<file path="src/rtl/sync_debounce.sv">
// sync_debounce: per-channel multi-flop synchroniser followed by a
// stability filter with registered rising/falling edge pulses.
module sync_debounce #(
    parameter int WIDTH    = 3,
    parameter int STAGES   = 2,
    parameter int DEBOUNCE = 4
) (
    input  logic             clk,
    input  logic             rst,
    input  logic [WIDTH-1:0] async_in,
    input  logic             filt_en,
    output logic [WIDTH-1:0] sync_out,
    output logic [WIDTH-1:0] filt_out,
    output logic [WIDTH-1:0] rise,
    output logic [WIDTH-1:0] fall
);

    localparam int CW = $clog2(DEBOUNCE + 1);
    localparam logic [CW-1:0] LAST = CW'(DEBOUNCE - 1);

    if (WIDTH < 1 || WIDTH > 32) begin : g_bad_width
        $error("sync_debounce: WIDTH must be in 1..32");
    end
    if (STAGES < 2 || STAGES > 4) begin : g_bad_stages
        $error("sync_debounce: STAGES must be in 2..4");
    end
    if (DEBOUNCE < 1 || DEBOUNCE > 255) begin : g_bad_debounce
        $error("sync_debounce: DEBOUNCE must be in 1..255");
    end

    logic [WIDTH-1:0] chain [STAGES];
    logic [CW-1:0]    cnt   [WIDTH];

    assign sync_out = chain[STAGES-1];

    // Synchroniser chain: only the first stage ever looks at async_in.
    always_ff @(posedge clk) begin
        if (rst) begin
            for (int s = 0; s < STAGES; s++) begin
                chain[s] <= '0;
            end
        end else begin
            chain[0] <= async_in;
            for (int s = 1; s < STAGES; s++) begin
                chain[s] <= chain[s-1];
            end
        end
    end

    // Per-channel stability counter, filtered level and edge pulses.
    always_ff @(posedge clk) begin
        if (rst) begin
            filt_out <= '0;
            rise     <= '0;
            fall     <= '0;
            for (int i = 0; i < WIDTH; i++) begin
                cnt[i] <= '0;
            end
        end else begin
            for (int i = 0; i < WIDTH; i++) begin
                if (!filt_en) begin
                    // Bypass: follow the synchronised level, drop any count.
                    cnt[i]      <= '0;
                    filt_out[i] <= sync_out[i];
                    rise[i]     <= sync_out[i] & ~filt_out[i];
                    fall[i]     <= ~sync_out[i] & filt_out[i];
                end else if (sync_out[i] == filt_out[i]) begin
                    cnt[i]  <= '0;
                    rise[i] <= 1'b0;
                    fall[i] <= 1'b0;
                end else if (cnt[i] == LAST) begin
                    // New level has been stable long enough: accept it.
                    cnt[i]      <= '0;
                    filt_out[i] <= sync_out[i];
                    rise[i]     <= sync_out[i];
                    fall[i]     <= ~sync_out[i];
                end else begin
                    cnt[i]  <= cnt[i] + CW'(1);
                    rise[i] <= 1'b0;
                    fall[i] <= 1'b0;
                end
            end
        end
    end

endmodule
</file>
<file path="config.mk">
export PLATFORM = sky130hd
export DESIGN_NAME = sync_debounce
export DESIGN_NICKNAME = d
export VERILOG_FILES = /design/src/rtl/sync_debounce.sv
export SDC_FILE = /design/constraint.sdc
export NUM_CORES = 1
export LEC_CHECK = 0
export CORE_AREA = 2 2 62 49
export DETAILED_ROUTE_END_ITERATION = 6
export DIE_AREA = 0 0 64 51
export GPL_TIMING_DRIVEN = 0
export PLACE_DENSITY = 0.68
export SYNTH_ARGS = -nofsm -noshare
export SYNTH_HDL_FRONTEND = slang
export SYNTH_SLANG_ARGS = --single-unit
</file>
<file path="constraint.sdc">
create_clock -name clk -period 3 [get_ports clk]
set_input_delay 0.3 -clock clk [delete_from_list [all_inputs] [get_ports clk]]
set_output_delay 0.3 -clock clk [all_outputs]
set_load 0.1 [all_outputs]
</file>
==> results of run 1 <==
[area by class of cell]
cell class                      instances  share of cell area
Tap cell                               38              0.0339
Multi-Input combinational cell         65               0.362
Sequential cell                        24               0.407
Clock buffer                            4              0.0187
Inverter                               10              0.0268
Timing Repair Buffer                   17               0.121
Buffer                                  6              0.0303
[state kept, by name, summed over array words and instances (netlist names)]
signal	flops
cnt	9
chain	6
fall	3
filt_out	3
rise	3
[cells by family after synthesis]
logic type                 synth area share
other                               0.00326
buffers and inverters                0.0696
adders and majority gates             0.152
AOI/OAI and AO/OA                    0.0619
and+or+nand+nor                       0.217
DFF                                   0.496
[cell usage in the layout, fill, tap and decap left out]
master and instances:
and4bb_1 2, inv_1 10, a31oi_1 2, nand2b_1 3, a21o_1 2, nor4_1 6
nor2b_1 7, edfxtp_1 9, and2b_1 3, nor4b_2 3, buf_2 1, buf_4 3
a21oi_1 6, conb_1 3, nand2_1 2, o21ai_0 1, clkdlybuf4s50_1 17, nand3_1 2
ha_1 14, or3_1 4, clkbuf_4 3, nor2_1 4, buf_6 1, o41ai_1 1
clkbuf_1 2, dfxtp_1 15
[power by group]
part | total [uW] | leakage (uW) | switching (uW) | internal, uW
Combinational | 74.6 | 0.000303 | 48.3 | 26.2
Sequential | 349 | 0.000227 | 4.59 | 344
Clock | 145 | 0.0000150 | 93.5 | 51.9
[through the flow]
stage | setup WS (ns) | util | hold WS, ns | power (uW) | cells
after floorplan | 0.808 | - | 0.372 | 409 | 105
after global placement | 1.08 | 0.502 | 0.419 | 429 | 160
after detailed placement | 1.07 | 0.502 | 0.427 | 431 | 160
after CTS | 0.701 | 0.511 | 0.456 | 572 | 164
after global routing | 0.642 | 0.511 | 0.473 | 593 | 164
final | 0.719 | 0.511 | 0.454 | 569 | 164
[worst max-delay path: stages, from the launching register on]
cell and delay [ns]:
dfxtp_1 0.42, buf_4 0.13, clkdlybuf4s50_1 1.12
[routing by layer]
layer | global-route usage | vias to the layer above | share of wire
met2 | 0.229 | 20 | 0.46
met3 | 0.0551 | 2 | 0.060
met1 | 0.160 | 350 | 0.48
met4 | 0.0435 | 0 | 0.0036
li1 | - | 401 | -
met5 | 0 | - | 0
[worst paths after layout]
kind         cells after the start                 endpoint
min reg2reg                      1   chain[0][3]$_SDFF_PP0_
max reg2reg                      4  cnt[0][2]$_SDFFCE_PN0P_
min                              1   chain[0][3]$_SDFF_PP0_
max                              2              sync_out[2]
==> run_results.csv, run 1 <==
group,metric,value,unit
drt,drcViolationCount,0,
die,die-area,3260,um^2
sta,fin_worst_skew,0.0120,ns
power,power.density,406,nW/um^2
global_route,grt_overflow,0,
layout,seq_area,571,um^2
synth,ys_top_cells_by_area,"dfxtp_1 (26%), edfxtp_1 (23%), ha_1 (15%)",
min_path,hp-start,"chain[0][0]$_SDFF_PP0_",
die,pin_count,18,
layout,postLayoutCellArea,1400,um^2
clocking,clock_latency,0.31,ns
clocking,cts_num_sinks,24,
worst_setup_path,critical_path_class,"reg2out",
layout,diodes,0,
synth,yosysUniqueCellTypes,24,
worst_setup_path,startpoint_type,"register",
min_path,hold_class,"reg2reg",
clocking,cts_buffers,3,
sta,fmax,438,MHz
placed_design,dpl.hpwl,1500,um
sta,period_needed,2.28,ns
clocking,clk_path_buf_depth,2,
synth,netlist_area,1150,um^2
synth,ys_ff_latch,24,
placed_design,gp_congestion,0.822,
clocking,hold_buffers,0,
global_route,antenna_found_initial,0,
sta,worst_slew_pin_slew,0.979,ns
sta,rsz0062_at_grt,"no",
layout,area_growth,21.8,%
die,core_area,2740,um^2
run_status,status,"completed",
synth,synth_edf_count,9,
flow_run,drv_cap,0,
layout,layout-drive-gt1-share,0.0873,
synth,avgSynthCellArea,11.2,um^2
sta,fin_crit_sh,0.760,
synth,yosys_warnings,0,
drt,drt_wl_total,1930,um
clocking,postCtsSetupBuffers,0,
synth,seq_area_frac_synth,0.496,
worst_setup_path,r2r_slack,1.29,ns
layout,multi_input_area,508,um^2
sta,hold_viol_final,0,
worst_setup_path,cp.arrival,1.98,ns
sta,final-setup-viol-count,0,
die,initial_core_util,0.420,
global_route,track_usage,0.136,
global_route,grt_pass1_wl,3350,um
worst_setup_path,crit_fanout,5,
synth,yosysMostFrequentCell,"dfxtp_1",
drt,num_vias,773,
synth,async_reset_ff_frac,0,
synth,synth_top_area_frac,0.261,
die,die_height,51,um
power,cellLeakagePower,0.000545,uW
worst_setup_path,r2r_start,"chain[0][3]$_SDFF_PP0_",
clocking,clkTransAtPathRegs,0.12,ns
global_route,grt_pass1_vias,774,
clocking,cts_max_level,1,
synth,synth_largest_area_cell,"dfxtp_1",
drt,drtIter0Drc,20,
die,die-width,64,um
drt,antenna_left,0,
global_route,grt_max_degree,14,
worst_setup_path,worstPathRequired,2.70,ns
layout,nets,147,
synth,synth_cells,103,
drt,routedWlPerCell,11.8,um
die,rows,17,
synth,netlist_top_cells_count,"dfxtp_1 (15), ha_1 (14), inv_1 (10)",
sta,maxSlewViolCount,0,
sta,fin_tns_setup,0,ns
clocking,cts_tree,"built",
clocking,clockRootBuffer,"clkbuf_4",
drt,viasPerCell,4.71,
layout,fill_cells,266,
drt,drtPass1Iterations,4,
power,ir_worst_vdd,0.242,mV
worst_setup_path,cp-end-kind,"primary output",
placed_design,portBuffers,17,
placed_design,place_area,1380,um^2
clocking,cts_resized,0,
worst_setup_path,crit_path_start,"chain[0][5]$_SDFF_PP0_",
sta,slew_headroom,0.345,
synth,ys.flop_type,"dfxtp_1",
Power figures use the tool's default switching activity.
==> run 2, diff against run 1 <==
PLACE_DENSITY = 0.7   (was 0.68)
clock period = 1.9 ns   (was 3 ns; I/O delays follow)
==> run 2 against run 1 <==
- design area rose by 0.36%
- die area stayed put
- clock skew about the same
- cell count did not move
- critical path type unchanged
- largest cell class unchanged
==> run_results.csv, run 2 (synthesis gave the netlist of run 1 again) <==
group,metric,value,unit
drt,drcViolationCount,0,
sta,maxSlewViolCount,0,
power,p_clk_frac,0.356,
clocking,clkTransAtPathRegs,0.14,ns
layout,fill_cells,261,
layout,largest_register_ffs,9,
worst_setup_path,crit_chain,"dlygate4sd2_1",
sta,rsz0062_at_grt,"no",
power,pwr-share-comb,0.111,
clocking,cts_num_sinks,24,
drt,routedWlPerCell,12.1,um
worst_setup_path,reg2reg_to,"cnt[1][0]$_SDFFCE_PN0P_",
clocking,cts_max_level,1,
drt,drtIter0Drc,14,
worst_setup_path,crit_fanout,4,
worst_setup_path,r2r_slack,0.17,ns
flow_run,drv_cap,0,
drt,drt_wl_total,1990,um
sta,worst_slew_pin_slew,0.974,ns
placed_design,portBuffers,17,
global_route,antenna_found_initial,0,
sta,fin_crit_sh,0.919,
drt,antenna_left,0,
sta,period_needed,1.75,ns
layout,final_cell_mix,"ha_1 (14), dfxtp_1 (13), inv_1 (10), edfxtp_1 (9), dlygate4sd2_1 (9)",
power,cellLeakagePower,0.000605,uW
min_path,hold_class,"in2reg",
clocking,cts_tree,"built",
min_path,hold_path_end,"chain[0][0]$_SDFF_PP0_",
drt,viasPerCell,4.74,
placed_design,dpl.hpwl,1530,um
layout,multi_input_area,508,um^2
die,pin_count,18,
power,p_sw_frac,0.231,
sta,fin_tns_setup,0,ns
die,core_area,2740,um^2
run_status,status,"completed",
layout,layout-drive-gt1-share,0.135,
layout,diodes,0,
clocking,clock_latency,0.32,ns
worst_setup_path,crit_slowest_cell,"dlygate4sd2_1",
die,rows,17,
die,die_height,51,um
clocking,clockRootBuffer,"clkbuf_4",
power,power,1030,uW
die,initial_core_util,0.420,
worst_setup_path,crit_family,"buffers and inverters",
worst_setup_path,cp.buffers_inverters,1,
power,power.density,735,nW/um^2
min_path,hold_depth,2,
power,ir_worst_vdd,0.571,mV
sta,final-setup-viol-count,0,
power,p_sw,239,uW
layout,max_flop_register,"cnt",
worst_setup_path,rr_worst_depth,4,
die,die-width,64,um
worst_setup_path,r2r_start,"chain[0][4]$_SDFF_PP0_",
global_route,grt_overflow,0,
global_route,track_usage,0.137,
worst_setup_path,cp.arrival,1.56,ns
layout,reg_top3,"cnt (9), chain (6)",
worst_setup_path,startpoint_type,"register",
min_path,hp-start,"async_in[0]",
worst_setup_path,worstPathRequired,1.71,ns
drt,num_vias,777,
sta,hold_viol_final,0,
worst_setup_path,cp-end-kind,"primary output",
sta,slew_headroom,0.353,
layout,area_growth,22.3,%
clocking,postCtsSetupBuffers,0,
power,seqPwrFrac,0.533,
clocking,clk_path_buf_depth,2,
global_route,grt_max_degree,15,
worst_setup_path,crit_path_max_incr_delay,0.86,ns
clocking,hold_buffers,0,
sta,fin_worst_skew,0.0118,ns
die,die-area,3260,um^2
drt,drtPass1Iterations,4,
layout,final_common_cell,"ha_1",
layout,seq_area,573,um^2
global_route,grt_pass1_wl,3380,um
power,internal_power,795,uW
clocking,cts_buffers,3,
sta,fmax,572,MHz
global_route,grt_pass1_vias,764,
layout,nets,147,
worst_setup_path,critical_path_class,"reg2out",
placed_design,gp_congestion,0.797,
-- run 2: metrics by stage --
stage	setup slack [ns]	util	hold WS [ns]	std cells	cell area (um^2)
floorplan	0.0638	-	0.262	105	1160
global placement	0.0894	0.503	0.420	160	1380
detailed placement	0.0660	0.503	0.422	160	1380
CTS	0.00953	0.517	0.436	164	1420
global route	0.0831	0.513	0.439	164	1410
finish	0.153	0.513	0.446	164	1410
-- run 2: worst max-delay path by stage --
stage / slack (ns) / depth (start not counted) / to / start
floorplan: 0.06 / 3 / cnt[0][0]$_SDFFCE_PN0P_ / filt_out[0]$_SDFFE_PP0P_
global placement: 0.09 / 2 / sync_out[2] / chain[0][5]$_SDFF_PP0_
detailed placement: 0.07 / 2 / sync_out[2] / chain[0][5]$_SDFF_PP0_
CTS: 0.01 / 2 / sync_out[1] / chain[0][4]$_SDFF_PP0_
global route: 0.08 / 4 / cnt[0][1]$_SDFFCE_PN0P_ / chain[0][3]$_SDFF_PP0_
finish: 0.15 / 1 / filt_out[1] / filt_out[1]$_SDFFE_PP0P_
-- run 2: power groups by stage --
| stage | sequential, uW | combinational [uW] | clock [uW] |
|---|---|---|---|
| after CTS | 551 | 116 | 381 |
| after global placement | 562 | 115 | 0 |
| after global routing | 553 | 124 | 400 |
| after detailed placement | 563 | 119 | 0 |
| final | 551 | 115 | 369 |
| after floorplan | 584 | 62.4 | 0 |
-- run 2: repair_timing --
| item | CTS | global route |
|---|---|---|
| setup endpoints to repair | 12 | 2 |
| resized for setup | 15 | 2 |
| hold endpoints to repair | 0 | 0 |
-- run 2: routing by layer --
layer  vias to the layer above  part of all wire  track usage
met2                        19              0.46        0.229
met1                       356              0.48        0.167
met3                         4             0.049       0.0441
li1                        398                 -            -
met4                         0             0.012       0.0435
met5                         -                 0            0
-- run 2: cell type report --
class                           instances  area share
Clock buffer                            3      0.0160
Inverter                               10      0.0267
Sequential cell                        24       0.407
Clock inverter                          1      0.0213
Tap cell                               38      0.0338
Timing Repair Buffer                   17       0.104
Multi-Input combinational cell         65       0.361
Buffer                                  6      0.0302
==> patch 1 (settings of run 2) <==
The parameter `STAGES` goes from 2 to 4.
--- a/src/rtl/sync_debounce.sv
+++ b/src/rtl/sync_debounce.sv
@@ -2,7 +2,7 @@
 // stability filter with registered rising/falling edge pulses.
 module sync_debounce #(
     parameter int WIDTH    = 3,
-    parameter int STAGES   = 2,
+    parameter int STAGES   = 4,
     parameter int DEBOUNCE = 4
 ) (
     input  logic             clk,
Formal check against the unedited RTL: not equivalent (Yosys sat finds a counterexample within 4 cycles, from zero or initial values and one cycle with rst high).
==> patch 1 against run 2 <==
- final area is 11% higher
- count of clock-buffer cells in the layout is 4 higher
- sequential cell count is 6 higher
- setup slack worse by 0.091 ns
- synthesized area increased by 12%
- wire length up 1.2%
- die area unchanged
- synthesized cell count is 13% higher
- total power increased by 9.5%
- largest cell class unchanged
- largest power group unchanged
==> patch 1: results (changes against run 2) <==
| Metric | Value |
|---|---|
| Status | `completed (unchanged)` |
| Largest net degree at the start of global routing | `11 (was 15)` |
| Vias | `860 (was 777)` |
| Clk buf depth | `2 (unchanged)` |
| Wire per inst | `11.1 um (was 12.1 um)` |
| Initial DRC Count | `18 (was 14)` |
| Gate Count Post-Synth | `116 (was 103)` |
| Post-Place Setup Slack | `0.0830 ns (was 0.0660 ns)` |
| Worst hold path type | `in -> reg (unchanged)` |
| Compound-Gate Fraction of Synth Area | `5.53% (was 6.20%)` |
| Vias in the first global route | `792 (was 764)` |
| Worst Skew | `0.00765 ns (was 0.0118 ns)` |
| Total CTS buffers | `5 (was 3)` |
| CP max-delay cell | `clkdlybuf4s15_1 (was dlygate4sd2_1)` |
| Cells after DPL | `173 (was 160)` |
| Worst r2r dst | `cnt[1][1] (was cnt[1][0])` |
| H-tree Lvls | `2 (was 1)` |
| First-pass GRT wire length | `3430 um (was 3380 um)` |
| Largest stage delay, worst path | `0.80 ns (was 0.86 ns)` |
| CTS clk-pin slew, worst paths | `0.09 ns (was 0.14 ns)` |
| Clk Latency, worst-skew pair | `around 0.33 ns` |
| Nets | `162 (was 147)` |
| R2r setup slk | `0.20 ns (was 0.17 ns)` |
| Commonest cells post-synth | `21 x dfxtp_1, 16 x nor2b_1, 14 x ha_1 (was 15 x dfxtp_1, 14 x ha_1, 10 x inv_1)` |
| LEAKAGE | `0.000653 uW (was 0.000605 uW)` |
| Sequential share of the synthesized area | `53.5% (was 49.6%)` |
| CTS Root Buffer Type | `clkbuf_4 (unchanged)` |
| Post-synth cell types | `23 (was 24)` |
| Total Routed Length | `2010 um (was 1990 um)` |
| Placed standard-cell area | `1520 um^2 (was 1380 um^2)` |
| Share of post-route cells with drive strength above 1 | `12.6% (was 13.5%)` |
| Async SR Flop Fraction | `0% (unchanged)` |
| CP startpoint | `chain[0][10] (was filt_out[1])` |
| Synth area leaders | `dfxtp_1 33%, edfxtp_1 21%, ha_1 14% (was dfxtp_1 26%, edfxtp_1 23%, ha_1 15%)` |
| Actual slew at the worst max-slew pin | `0.958 ns (was 0.974 ns)` |
| Maximum VDD drop | `480 uV (was 571 uV)` |
| Gpl congestion | `0.716 (was 0.797)` |
| Synth Area in Adders | `13.6% (was 15.2%)` |
| Dpl hpwl | `1470 um (was 1530 um)` |
| Reg with most FFs | `chain (was cnt)` |
| GRT Overall Usage | `14.5% (was 13.7%)` |
| Largest registers | `chain (12), cnt (9) (was cnt (9), chain (6))` |
| Worst Path Arrival | `1.65 ns (was 1.56 ns)` |
patch 1: changes by cell type after synthesis, sizes merged:
cell    delta
and2b      -3
clkbuf     +1
dfxtp      +6
nor2b      +9
patch 1: final cells by class:
cell class              instances  area [um^2]
fillers                       256         1180
well taps                      38         47.5
multi-input cells              71          523
flip-flops and latches         30          693
plain buffers                   7         46.3
inverters                      10         37.5
clock buffers                   7         55.1
repair buffers                 17          154
clock inverters                 1         5.00
patch 1: how the worst max path moves through the flow:
stage / end / cells after the start
finish: sync_out[1] / 2
global route: sync_out[1] / 2
CTS: sync_out[0] / 2
detailed placement: sync_out[2] / 2
global placement: sync_out[2] / 2
floorplan: cnt[0][0] / 3
patch 1: metal layers:
metal | track usage, % | wire length [um] | vias up
li1 | - | - | 446
met1 | 15.8 | 937 | 393
met2 | 23.3 | 924 | 13
met3 | 5.51 | 86 | 8
met4 | 10.9 | 62 | 0
met5 | 0 | 0 | -
patch 1: what timing repair did:
action | in CTS | in global routing
cloned | 0 | 0
setup endpoints to repair | 12 | 2
gates resized for setup | 13 | 3
patch 1: cells by family after synthesis:
kind of cell / Yosys count
AO/OA/AOI/OAI: 12
adder cells (fa/ha/maj): 14
buffers and inverters: 17
flip-flops: 30
other: 1
AND/OR/NAND/NOR: 42
patch 1: metrics by stage:
stage,util [%],hold slack (ns)
3_3_place_gp,55.3,0.416
4_1_cts,56.9,0.396
6_report,56.9,0.405
2_1_floorplan,-,0.297
3_5_place_dp,55.3,0.424
5_1_grt,56.9,0.402
patch 1: report_power, final:
group | leakage (uW) | switching, uW | total [uW] | internal, uW
sequential | 0.000277 | 4.25 | 672 | 668
clock | 0.0000353 | 211 | 390 | 179
combinational | 0.000341 | 43.2 | 70.2 | 27.0
total | 0.000653 | 259 | 1130 | 874
==> patch 2 (settings of run 2) <==
Without the edit above. Register the inputs `async_in` and `filt_en` before use, without a reset. The logic sees them one clock later.
--- a/src/rtl/sync_debounce.sv
+++ b/src/rtl/sync_debounce.sv
@@ -17,6 +17,14 @@
 
     localparam int CW = $clog2(DEBOUNCE + 1);
     localparam logic [CW-1:0] LAST = CW'(DEBOUNCE - 1);
+
+    logic [WIDTH-1:0] async_q;
+    logic filt_en_q;
+
+    always_ff @(posedge clk) begin
+        async_q   <= async_in;
+        filt_en_q <= filt_en;
+    end
 
     if (WIDTH < 1 || WIDTH > 32) begin : g_bad_width
         $error("sync_debounce: WIDTH must be in 1..32");
@@ -40,7 +48,7 @@
                 chain[s] <= '0;
             end
         end else begin
-            chain[0] <= async_in;
+            chain[0] <= async_q;
             for (int s = 1; s < STAGES; s++) begin
                 chain[s] <= chain[s-1];
             end
@@ -58,7 +66,7 @@
             end
         end else begin
             for (int i = 0; i < WIDTH; i++) begin
-                if (!filt_en) begin
+                if (!filt_en_q) begin
                     // Bypass: follow the synchronised level, drop any count.
                     cnt[i]      <= '0;
                     filt_out[i] <= sync_out[i];
Function: changed (a bounded check fails within 4 cycles, from zero or initial values and one cycle with rst high).
==> patch 2 against run 2 <==
- hold slack worse by 0.15 ns
- sequential cell count up 4
- cell count is 2.4% higher
- synthesized area up 7.2%
- wire length fell by 8.5%
- total power increased by 0.14%
- final area increased by 4.7%
- die area is the same
- setup slack lost 0.017 ns
- sequential power rose by 16%
- count of clock-buffer cells in the layout grew 1
- critical endpoint is now filt_out[0]
- largest power group unchanged
- highest routed layer unchanged
==> patch 2: results (changes against run 2) <==
| Metric | Value |
|---|---|
| CP Capture Point | `filt_out[0] (was filt_out[1])` |
| LEAKAGE | `0.000617 uW (was 0.000605 uW)` |
| Sequential share of the synthesized area | `52.7% (was 49.6%)` |
| Dpl hpwl | `1390 um (was 1530 um)` |
| Max_slew headroom | `36.7% (was 35.3%)` |
| M2 GR Usage | `17.2% (was 22.9%)` |
| CP startpoint | `filt_out[0] (was filt_out[1])` |
| Wire per inst | `10.8 um (was 12.1 um)` |
| Hold Crit Endpoint | `async_q[0] (was chain[0][0])` |
| Status | `completed (unchanged)` |
| Compound-Gate Fraction of Synth Area | `5.68% (was 6.20%)` |
| Vias | `794 (was 777)` |
| Synth area leaders | `dfxtp_1 31%, edfxtp_1 22%, ha_1 14% (was dfxtp_1 26%, edfxtp_1 23%, ha_1 15%)` |
| Initial DRC Count | `11 (was 14)` |
| Worst r2r dst | `cnt[0][2] (was cnt[1][0])` |
| Met1 Use GR | `18.6% (was 16.7%)` |
| Vias in the first global route | `664 (was 764)` |
| Largest net degree at the start of global routing | `16 (was 15)` |
| Worst Skew | `0.00993 ns (was 0.0118 ns)` |
| WHS Path Cells | `1 (was 2)` |
| Final Worst Setup Slack | `0.136 ns (was 0.153 ns)` |
| Met3 global-route usage | `3.96% (was 4.41%)` |
| Mean Syn Cell Area | `11.5 um^2 (was 11.2 um^2)` |
| Share of post-route cells with drive strength above 1 | `14.6% (was 13.5%)` |
| GRT Overall Usage | `12.3% (was 13.7%)` |
| Post-Place Setup Slack | `0.0640 ns (was 0.0660 ns)` |
| Buffers on Ports | `17 (unchanged)` |
| First-pass GRT wire length | `3060 um (was 3380 um)` |
| Synth Area in Adders | `14.2% (was 15.2%)` |
| Commonest cells post-synth | `19 x dfxtp_1, 14 x ha_1, 9 x edfxtp_1, 9 x inv_1, 8 x nor2b_1 (was 15 x dfxtp_1, 14 x ha_1, 10 x inv_1)` |
| Gpl congestion | `0.726 (was 0.797)` |
| XOR/XNOR Fraction of Synth Area | `0% (unchanged)` |
| Maximum VDD drop | `494 uV (was 571 uV)` |
| Internal power | `788 uW (was 795 uW)` |
-- patch 2: cell count changes in the layout (fill, tap and decap cells not counted), moves of 2 or more --
cell / delta
dfxtp_1: +4
and2b_1: -2
and4bb_1: -2
nor4bb_1: +2
-- patch 2: stage by stage --
step           instances  hold slack [ns]  utilization, %  cell area (um^2)  total power, uW
6_report             168            0.299            53.7              1470             1040
2_1_floorplan        109            0.218               -              1240              740
4_1_cts              168            0.286            54.1              1480             1050
5_1_grt              168            0.276            53.7              1470             1080
3_5_place_dp         164            0.426            53.3              1460              773
3_3_place_gp         164            0.417            53.3              1460              770
-- patch 2: cell type report --
class	count	area (um^2)
multi-input cells	65	498
clock buffers	4	36.3
fillers	246	1270
flip-flops and latches	28	653
repair buffers	17	146
well taps	38	47.5
plain buffers	6	50.0
inverters	10	42.5
-- patch 2: routing by layer --
metal	routed length (um)	up-vias
met2	718	20
met3	90	2
li1	-	415
met4	13	0
met5	0	-
met1	995	357
